==> config.mk <==
export PLATFORM = sky130hd
export DESIGN_NAME = host_cmd_wb_master_flat
export DESIGN_NICKNAME = d
export VERILOG_FILES = /design/src/rtl/host_cmd_wb_master_pkg.sv /design/src/rtl/host_cmd_wb_master_if.sv /design/src/rtl/host_cmd_wb_master_wb_ack_timer.sv /design/src/rtl/host_cmd_wb_master.sv /design/src/flat_wrapper.sv
export SDC_FILE = /design/constraint.sdc
export NUM_CORES = 1
export LEC_CHECK = 0
export CORE_MARGIN = 8
export CORE_UTILIZATION = 29
export CTS_CLUSTER_DIAMETER = 60
export DETAILED_ROUTE_END_ITERATION = 12
export HOLD_SLACK_MARGIN = 0.05
export PLACE_DENSITY = 0.51
export SYNTH_ARGS = -nofsm -noshare
export SYNTH_HDL_FRONTEND = slang
export SYNTH_HIERARCHICAL = 1
export SYNTH_SLANG_ARGS = --single-unit
export TNS_END_PERCENT = 20
==> constraint.sdc <==
create_clock -name clk -period 4.3 [get_ports clk]
set_input_delay 0.86 -clock clk [delete_from_list [all_inputs] [get_ports clk]]
set_output_delay 0.86 -clock clk [all_outputs]
set_load 0.005 [all_outputs]
==> src/rtl/host_cmd_wb_master_pkg.sv <==
// Shared host-command definitions: opcodes, response status encoding and FSM types
// used by the Wishbone master, its bus interface and the ack timer.
package host_cmd_wb_master_pkg;

    localparam int unsigned DATA_W  = 32;
    localparam int unsigned COUNT_W = 28;
    localparam int unsigned SEL_W   = 4;

    localparam logic [3:0] OP_PING  = 4'd0;
    localparam logic [3:0] OP_WRITE = 4'd1;
    localparam logic [3:0] OP_READ  = 4'd2;
    localparam logic [3:0] OP_RESET = 4'd3;

    localparam logic [3:0]       STATUS_UNKNOWN = 4'hB;
    localparam logic [SEL_W-1:0] WB_SEL_ALL     = 4'hF;

    typedef enum logic [2:0] {
        S_IDLE,
        S_BUS_WR,
        S_WR_WAIT,
        S_BUS_RD,
        S_RESP
    } state_e;

    typedef struct packed {
        logic [DATA_W-1:0]  status;
        logic [DATA_W-1:0]  address;
        logic [COUNT_W-1:0] count;
        logic [DATA_W-1:0]  data;
    } resp_t;

    // Known opcodes report their own complement; everything else reports 4'hB.
    function automatic logic [DATA_W-1:0] status_word(input logic [3:0] op, input logic tmo);
        logic [3:0] code;
        code = (op[3:2] == 2'b00) ? ~op : STATUS_UNKNOWN;
        return {24'h0, 3'b000, tmo, code};
    endfunction

    // A data count of zero still moves one word.
    function automatic logic [COUNT_W-1:0] word_count(input logic [COUNT_W-1:0] cnt);
        return (cnt == '0) ? {{(COUNT_W-1){1'b0}}, 1'b1} : cnt;
    endfunction

endpackage

==> src/rtl/host_cmd_wb_master_if.sv <==
// Wishbone master/slave signal bundle driven by host_cmd_wb_master.
interface host_cmd_wb_master_if;
    import host_cmd_wb_master_pkg::*;

    logic [DATA_W-1:0] wbm_adr_o;
    logic [DATA_W-1:0] wbm_dat_o;
    logic [DATA_W-1:0] wbm_dat_i;
    logic              wbm_we_o;
    logic [SEL_W-1:0]  wbm_sel_o;
    logic              wbm_stb_o;
    logic              wbm_cyc_o;
    logic              wbm_ack_i;

    modport master (
        output wbm_adr_o, wbm_dat_o, wbm_we_o, wbm_sel_o, wbm_stb_o, wbm_cyc_o,
        input  wbm_dat_i, wbm_ack_i
    );

    modport slave (
        input  wbm_adr_o, wbm_dat_o, wbm_we_o, wbm_sel_o, wbm_stb_o, wbm_cyc_o,
        output wbm_dat_i, wbm_ack_i
    );

endinterface

==> src/rtl/host_cmd_wb_master_wb_ack_timer.sv <==
// Counts cycles while a bus strobe is outstanding; flags expiry in the TIMEOUT-th cycle.
module wb_ack_timer #(
    parameter logic [15:0] TIMEOUT = 16'd1000
) (
    input  logic clk,
    input  logic rst,
    input  logic start_i,
    input  logic ack_i,
    output logic expired_o
);

    logic [15:0] cnt_q, cnt_d;

    // The first strobe cycle counts as cycle one, so expiry lands on cycle TIMEOUT.
    assign expired_o = start_i && !ack_i && (({1'b0, cnt_q} + 17'd1) >= {1'b0, TIMEOUT});

    always_comb begin
        cnt_d = cnt_q;
        if (!start_i || ack_i) begin
            cnt_d = '0;
        end else if (!expired_o) begin
            cnt_d = cnt_q + 16'd1;
        end
    end

    always_ff @(posedge clk) begin
        if (rst) begin
            cnt_q <= '0;
        end else begin
            cnt_q <= cnt_d;
        end
    end

endmodule

==> src/rtl/host_cmd_wb_master.sv <==
// Host command engine: decodes PING/WRITE/READ/RESET commands, runs Wishbone
// single accesses with an ack timeout and hands responses back over oh_ready/oh_en.
module host_cmd_wb_master
    import host_cmd_wb_master_pkg::*;
#(
    parameter logic [15:0] TIMEOUT = 16'd1000
) (
    input  logic                clk,
    input  logic                rst,
    output logic                master_ready,
    input  logic                ih_ready,
    input  logic                ih_reset,
    input  logic [DATA_W-1:0]   in_command,
    input  logic [DATA_W-1:0]   in_address,
    input  logic [COUNT_W-1:0]  in_data_count,
    input  logic [DATA_W-1:0]   in_data,
    input  logic                oh_ready,
    output logic                oh_en,
    output logic [DATA_W-1:0]   out_status,
    output logic [DATA_W-1:0]   out_address,
    output logic [COUNT_W-1:0]  out_data_count,
    output logic [DATA_W-1:0]   out_data,
    host_cmd_wb_master_if.master wb
);

    state_e             state_q, state_d;
    logic [3:0]         op_q, op_d;
    logic [DATA_W-1:0]  start_adr_q, start_adr_d;
    logic [DATA_W-1:0]  bus_adr_q, bus_adr_d;
    logic [DATA_W-1:0]  wdata_q, wdata_d;
    logic [COUNT_W-1:0] words_q, words_d;
    logic               tmo_q, tmo_d;
    resp_t              rsp_q, rsp_d;
    resp_t              out_q;
    resp_t              out_view;
    logic               bus_act;
    logic               tmr_expired;
    logic               unused_cmd_bits;

    assign unused_cmd_bits = ^in_command[DATA_W-1:4];

    wb_ack_timer #(
        .TIMEOUT (TIMEOUT)
    ) u_ack_timer (
        .clk       (clk),
        .rst       (rst),
        .start_i   (bus_act),
        .ack_i     (wb.wbm_ack_i),
        .expired_o (tmr_expired)
    );

    always_ff @(posedge clk) begin
        if (rst) begin
            state_q <= S_IDLE;
        end else begin
            state_q <= state_d;
        end
    end

    always_comb begin
        state_d     = state_q;
        op_d        = op_q;
        start_adr_d = start_adr_q;
        bus_adr_d   = bus_adr_q;
        wdata_d     = wdata_q;
        words_d     = words_q;
        tmo_d       = tmo_q;
        rsp_d       = rsp_q;
        if (ih_reset) begin
            // Also taken in RESP: it rewrites the pending response instead of queueing one.
            state_d        = S_RESP;
            op_d           = OP_RESET;
            start_adr_d    = '0;
            bus_adr_d      = '0;
            wdata_d        = '0;
            words_d        = '0;
            tmo_d          = 1'b0;
            rsp_d          = '0;
            rsp_d.status   = status_word(OP_RESET, 1'b0);
        end else begin
            unique case (state_q)
                S_IDLE: begin
                    if (ih_ready) begin
                        op_d         = in_command[3:0];
                        tmo_d        = 1'b0;
                        start_adr_d  = in_address;
                        bus_adr_d    = in_address;
                        wdata_d      = in_data;
                        words_d      = word_count(in_data_count);
                        rsp_d        = '0;
                        rsp_d.status = status_word(in_command[3:0], 1'b0);
                        case (in_command[3:0])
                            OP_WRITE: state_d = S_BUS_WR;
                            OP_READ:  state_d = S_BUS_RD;
                            default: begin
                                state_d = S_RESP;
                                words_d = '0;
                            end
                        endcase
                    end
                end
                S_BUS_WR: begin
                    if (wb.wbm_ack_i) begin
                        bus_adr_d = bus_adr_q + 32'd1;
                        words_d   = words_q - 28'd1;
                        if (words_q <= 28'd1) begin
                            state_d       = S_RESP;
                            rsp_d.status  = status_word(op_q, 1'b0);
                            rsp_d.address = start_adr_q;
                            rsp_d.data    = wdata_q;
                            rsp_d.count   = '0;
                        end else begin
                            state_d = S_WR_WAIT;
                        end
                    end else if (tmr_expired) begin
                        state_d       = S_RESP;
                        tmo_d         = 1'b1;
                        words_d       = '0;
                        rsp_d.status  = status_word(op_q, 1'b1);
                        rsp_d.address = start_adr_q;
                        rsp_d.data    = '0;
                        rsp_d.count   = '0;
                    end
                end
                S_WR_WAIT: begin
                    if (ih_ready) begin
                        wdata_d = in_data;
                        state_d = S_BUS_WR;
                    end
                end
                S_BUS_RD: begin
                    if (wb.wbm_ack_i) begin
                        state_d       = S_RESP;
                        bus_adr_d     = bus_adr_q + 32'd1;
                        words_d       = words_q - 28'd1;
                        rsp_d.status  = status_word(op_q, 1'b0);
                        rsp_d.address = start_adr_q;
                        rsp_d.data    = wb.wbm_dat_i;
                        rsp_d.count   = words_q - 28'd1;
                    end else if (tmr_expired) begin
                        state_d       = S_RESP;
                        tmo_d         = 1'b1;
                        words_d       = '0;
                        rsp_d.status  = status_word(op_q, 1'b1);
                        rsp_d.address = start_adr_q;
                        rsp_d.data    = '0;
                        rsp_d.count   = '0;
                    end
                end
                S_RESP: begin
                    if (oh_ready) begin
                        state_d = (op_q == OP_READ && words_q != '0) ? S_BUS_RD : S_IDLE;
                    end
                end
                default: state_d = S_IDLE;
            endcase
        end
    end

    always_ff @(posedge clk) begin
        if (rst) begin
            op_q        <= OP_PING;
            start_adr_q <= '0;
            bus_adr_q   <= '0;
            wdata_q     <= '0;
            words_q     <= '0;
            tmo_q       <= 1'b0;
            rsp_q       <= '0;
            out_q       <= '0;
        end else begin
            op_q        <= op_d;
            start_adr_q <= start_adr_d;
            bus_adr_q   <= bus_adr_d;
            wdata_q     <= wdata_d;
            words_q     <= words_d;
            tmo_q       <= tmo_d;
            rsp_q       <= rsp_d;
            if (oh_en) begin
                out_q <= rsp_q;
            end
        end
    end

    always_comb begin
        bus_act      = (state_q == S_BUS_WR || state_q == S_BUS_RD) && !rst;
        master_ready = (state_q == S_IDLE || state_q == S_WR_WAIT) && !rst;
        oh_en        = (state_q == S_RESP) && oh_ready && !ih_reset && !rst;
        // New response shows during its oh_en cycle and is held until the next one.
        out_view     = rst ? '0 : (oh_en ? rsp_q : out_q);

        out_status     = out_view.status;
        out_address    = out_view.address;
        out_data_count = out_view.count;
        out_data       = out_view.data;

        wb.wbm_cyc_o = bus_act;
        wb.wbm_stb_o = bus_act;
        wb.wbm_we_o  = bus_act && (state_q == S_BUS_WR);
        wb.wbm_sel_o = bus_act ? WB_SEL_ALL : '0;
        wb.wbm_adr_o = bus_act ? bus_adr_q : '0;
        wb.wbm_dat_o = (bus_act && state_q == S_BUS_WR) ? wdata_q : '0;
    end

endmodule

==> src/flat_wrapper.sv <==
// flat-port wrapper written by rule: the top's interface ports become plain ports
module host_cmd_wb_master_flat import host_cmd_wb_master_pkg::*;
#(
    parameter logic [15:0] TIMEOUT = 16'd1000
)
  (clk, rst, master_ready, ih_ready, ih_reset, in_command, in_address, in_data_count, in_data, oh_ready, oh_en, out_status, out_address, out_data_count, out_data, wb_wbm_adr_o, wb_wbm_dat_o, wb_wbm_we_o, wb_wbm_sel_o, wb_wbm_stb_o, wb_wbm_cyc_o, wb_wbm_dat_i, wb_wbm_ack_i);
  host_cmd_wb_master_if wb_i ();
  input  logic clk;
  input  logic rst;
  output logic master_ready;
  input  logic ih_ready;
  input  logic ih_reset;
  input  logic [DATA_W-1:0] in_command;
  input  logic [DATA_W-1:0] in_address;
  input  logic [COUNT_W-1:0] in_data_count;
  input  logic [DATA_W-1:0] in_data;
  input  logic oh_ready;
  output logic oh_en;
  output logic [DATA_W-1:0] out_status;
  output logic [DATA_W-1:0] out_address;
  output logic [COUNT_W-1:0] out_data_count;
  output logic [DATA_W-1:0] out_data;
  output wire logic [$bits(wb_i.wbm_adr_o)-1:0] wb_wbm_adr_o;
  output wire logic [$bits(wb_i.wbm_dat_o)-1:0] wb_wbm_dat_o;
  output wire logic [$bits(wb_i.wbm_we_o)-1:0] wb_wbm_we_o;
  output wire logic [$bits(wb_i.wbm_sel_o)-1:0] wb_wbm_sel_o;
  output wire logic [$bits(wb_i.wbm_stb_o)-1:0] wb_wbm_stb_o;
  output wire logic [$bits(wb_i.wbm_cyc_o)-1:0] wb_wbm_cyc_o;
  input wire logic [$bits(wb_i.wbm_dat_i)-1:0] wb_wbm_dat_i;
  input wire logic [$bits(wb_i.wbm_ack_i)-1:0] wb_wbm_ack_i;
  assign wb_wbm_adr_o = wb_i.wbm_adr_o;
  assign wb_wbm_dat_o = wb_i.wbm_dat_o;
  assign wb_wbm_we_o = wb_i.wbm_we_o;
  assign wb_wbm_sel_o = wb_i.wbm_sel_o;
  assign wb_wbm_stb_o = wb_i.wbm_stb_o;
  assign wb_wbm_cyc_o = wb_i.wbm_cyc_o;
  assign wb_i.wbm_dat_i = wb_wbm_dat_i;
  assign wb_i.wbm_ack_i = wb_wbm_ack_i;
  host_cmd_wb_master #(.TIMEOUT(TIMEOUT)) u_core (.clk(clk), .rst(rst), .master_ready(master_ready), .ih_ready(ih_ready), .ih_reset(ih_reset), .in_command(in_command), .in_address(in_address), .in_data_count(in_data_count), .in_data(in_data), .oh_ready(oh_ready), .oh_en(oh_en), .out_status(out_status), .out_address(out_address), .out_data_count(out_data_count), .out_data(out_data), .wb(wb_i));
endmodule
==> reports/qor.txt <==
Clock power frac: 48.0%
Slew HR: 13.00%
die area: 0.06945 mm^2
Clock Root Buffer: clkbuf_16
pin count of the biggest net entering global routing: 192
critical path capture point type: flip-flop
FP Rows: 90
most frequent cell after synthesis: nand2_1
CTS H-Tree Depth: 2
Core ar.: 0.06047 mm^2
P&R area growth vs syn: 31.82%
fmax: 245.0 MHz
initial drt markers: 1297
static leakage: 8.610 nW
PD cells: 376.5 mW/mm^2
hold_ws: 0.4535 ns
Layout Cells excl Fill: 3252
Worst Skew: 0.02422 ns
Skew-Pair Late Insertion Delay: 0.58 ns
# placed instances: 3154
Util after Layout: 38.74%
detailed-route wire length: 63760 um
Post-Syn Area: 0.01777 mm^2
post-route DRC violation count: 0
top_reg_cell synth: dfxtp_1
fin crit period: 4.081 ns
Slew @ Worst Pin: 1.305 ns
sw frac: 25.46%
Die H: 263.5 um
Worst Hold Depth: 2
setup ws final: 0.2191 ns
vias in the first global route: 16700
Worst Hold Class: flip-flop to flip-flop
Detailed Routing Iterations Pass 1: 5
outcome: finished clean
antenna violations before repair: 6
critical path arrival: 4.52 ns
fill cell count: 6160
final slew viol count: 0
Clock Path Buffers: 3
setup TNS: 0 ns
Avg WL per Cell: 19.61 um
Synth area leader: dfxtp_1
Post-Syn Nets: 2351
dpl ws: 0.08334 ns
vias per std cell: 5.196
I/O Pins: 359
dpl hpwl: 41950 um
Post-DRT Antenna Nets: 0
post-synthesis sequential area ratio: 44.50%
R2R depth: 13
Mean Syn Cell Area: 8.133 um^2
CP Max Fanout: 22
Gate Count Post-Synth: 2185
Seq cells post-synth: 395
hold buffers post-CTS: 0
die span in x: 263.5 um
synth top area cells: dfxtp_1 45%, nand2_1 11%, a21oi_1 4.5%, nand3b_1 4.2%, clkbuf_1 2.8%
CTS tree: built
final count of hold timing violations: 0
gpl congestion: 0.8642
share of cells above drive strength 1: 7.137%
Reg clk slew, reported paths: 0.06 ns
post-cts sizing count: 0
Startpoint Class: flip-flop
vias post-DR: 16900
Reg power frac: 42.5%
area share of the largest cell type after synthesis: 44.50%
Async SR Flop Fraction: 0%
first-pass GRT wire length: 97900 um
initial core utilization: 29.39%
Yosys cell types: 84
Yosys warning count: 6
RSZ-0062 raised after global routing: no
overflow left after global routing: 0
EDFF count, synth: 0
fin nets: 2593
final setup fails: 0
CP Class: flip-flop to flip-flop
switching power: 0.002245 W
max cap viols: 0
CTS Buf Count: 49
synth cell count leaders: 522 x nand2_1, 395 x dfxtp_1, 160 x a21oi_1
total global-route track usage: 17.30%
Port Buffer Count: 330
Logic pwr share: 9.4%
Post-CTS Setup Inserts: 0
Int Pwr: 0.006573 W
WP data required: 4.74 ns
Clock Sinks: 395
fin crit share: 94.91%
Max IR drop VDD: 288.0 uV
[cells by family after synthesis]
kind of cell / Yosys count / synth area share, %
flops: 395 / 44.50
simple gates: 1038 / 29.11
mux: 18 / 1.021
compound gates: 494 / 18.71
xor+xnor: 25 / 1.232
fa+ha+maj: 4 / 0.2817
buf+inv: 211 / 5.147
[metrics by stage]
| stage | power [W] | area [um^2] |
|---|---|---|
| final | 0.008818 | 23420 |
| after global routing | 0.009164 | 23420 |
| after CTS | 0.008929 | 23370 |
| after detailed placement | 0.004647 | 21720 |
| after global placement | 0.004639 | 21720 |
| after floorplan | 0.004292 | 17770 |
[flip-flops by register name (all words and copies together), names as in the netlist]
| name | count |
|---|---|
| u_core/u_ack_timer/cnt_q | 16 |
| u_core/state_q | 3 |
| u_core/start_adr_q | 32 |
| u_core/op_q | 4 |
| u_core/rsp_q | 124 |
| u_core/wdata_q | 32 |
| u_core/bus_adr_q | 32 |
| u_core/words_q | 28 |
| u_core/out_q | 124 |
[power groups by stage]
stage / Sequential (W) / Clock [W] / Combinational, W
floorplan: 0.00381 / 0 / 0.000478
global route: 0.00376 / 0.00451 / 0.000899
detailed placement: 0.00383 / 0 / 0.000817
CTS: 0.00375 / 0.00436 / 0.000820
finish: 0.00375 / 0.00424 / 0.000830
global placement: 0.00383 / 0 / 0.000810
[worst paths after layout]
path,from,to,slack (ns)
max,u_core/u_ack_timer/cnt_q[0]$_SDFFE_PP0N_,u_core/words_q[24]$_SDFFE_PP0P_,0.22
min,u_core/start_adr_q[15]$_SDFFE_PP0P_,u_core/rsp_q[75]$_SDFFE_PP0P_,0.45
max reg2reg,u_core/u_ack_timer/cnt_q[0]$_SDFFE_PP0N_,u_core/words_q[24]$_SDFFE_PP0P_,0.22
min reg2reg,u_core/start_adr_q[15]$_SDFFE_PP0P_,u_core/rsp_q[75]$_SDFFE_PP0P_,0.45
[critical path, stage by stage (launching register included)]
cell	delay, ns
dfxtp_1	0.40
ha_1	0.30
and3_1	0.25
or4_1	0.52
nor2_1	0.15
o211a_1	0.29
nand3_1	0.13
and3b_1	0.23
or3b_2	0.51
o211ai_1	0.40
buf_4	0.41
nor4_1	0.07
o21ai_0	0.19
a31oi_1	0.10
[area by class of cell]
type                       instances  area, um^2  area share [%]
multi-input combinational       1580        9032           38.56
sequential                       395        7909           33.76
timing repair buffer             382        3766           16.08
clock buffer                      67        1406           6.004
tap                              782       978.4           4.177
clock inverter                    23       247.7           1.058
inverter                          19       73.82          0.3152
antenna                            4       10.01         0.04273
[cells in the final DEF, fill, tap and decap left out, drive strengths merged, types with 5 or more instances in the layout]
master	count
and4	8
o21ai	64
mux2i	17
nand3b	100
xnor2	18
dfxtp	395
nand3	32
a32o	41
clkinv	10
nor3	31
and3	44
a21oi	162
inv	24
xor2	7
and2	69
nor3b	5
or3	11
clkbuf	67
o31ai	9
nor4	30
o41ai	5
a221oi	9
nor2b	34
nand2b	11
nor2	91
or4	9
nand2	523
a211oi	49
a21boi	7
o22ai	54
buf	53
clkdlybuf4s50	329
a311oi	5
o211ai	7
o221ai	33
nand4	20
a31oi	9
[routing by layer]
layer / GRT usage, % / part of all wire (%) / up-vias
met4: 5.695 / 2.6 / 2
met1: 22.07 / 45 / 8108
met2: 27.92 / 45 / 477
met5: 0 / 0.020 / -
li1: - / - / 8219
met3: 4.876 / 7.6 / 90
Note: power is estimated with default switching activity, not from simulation.
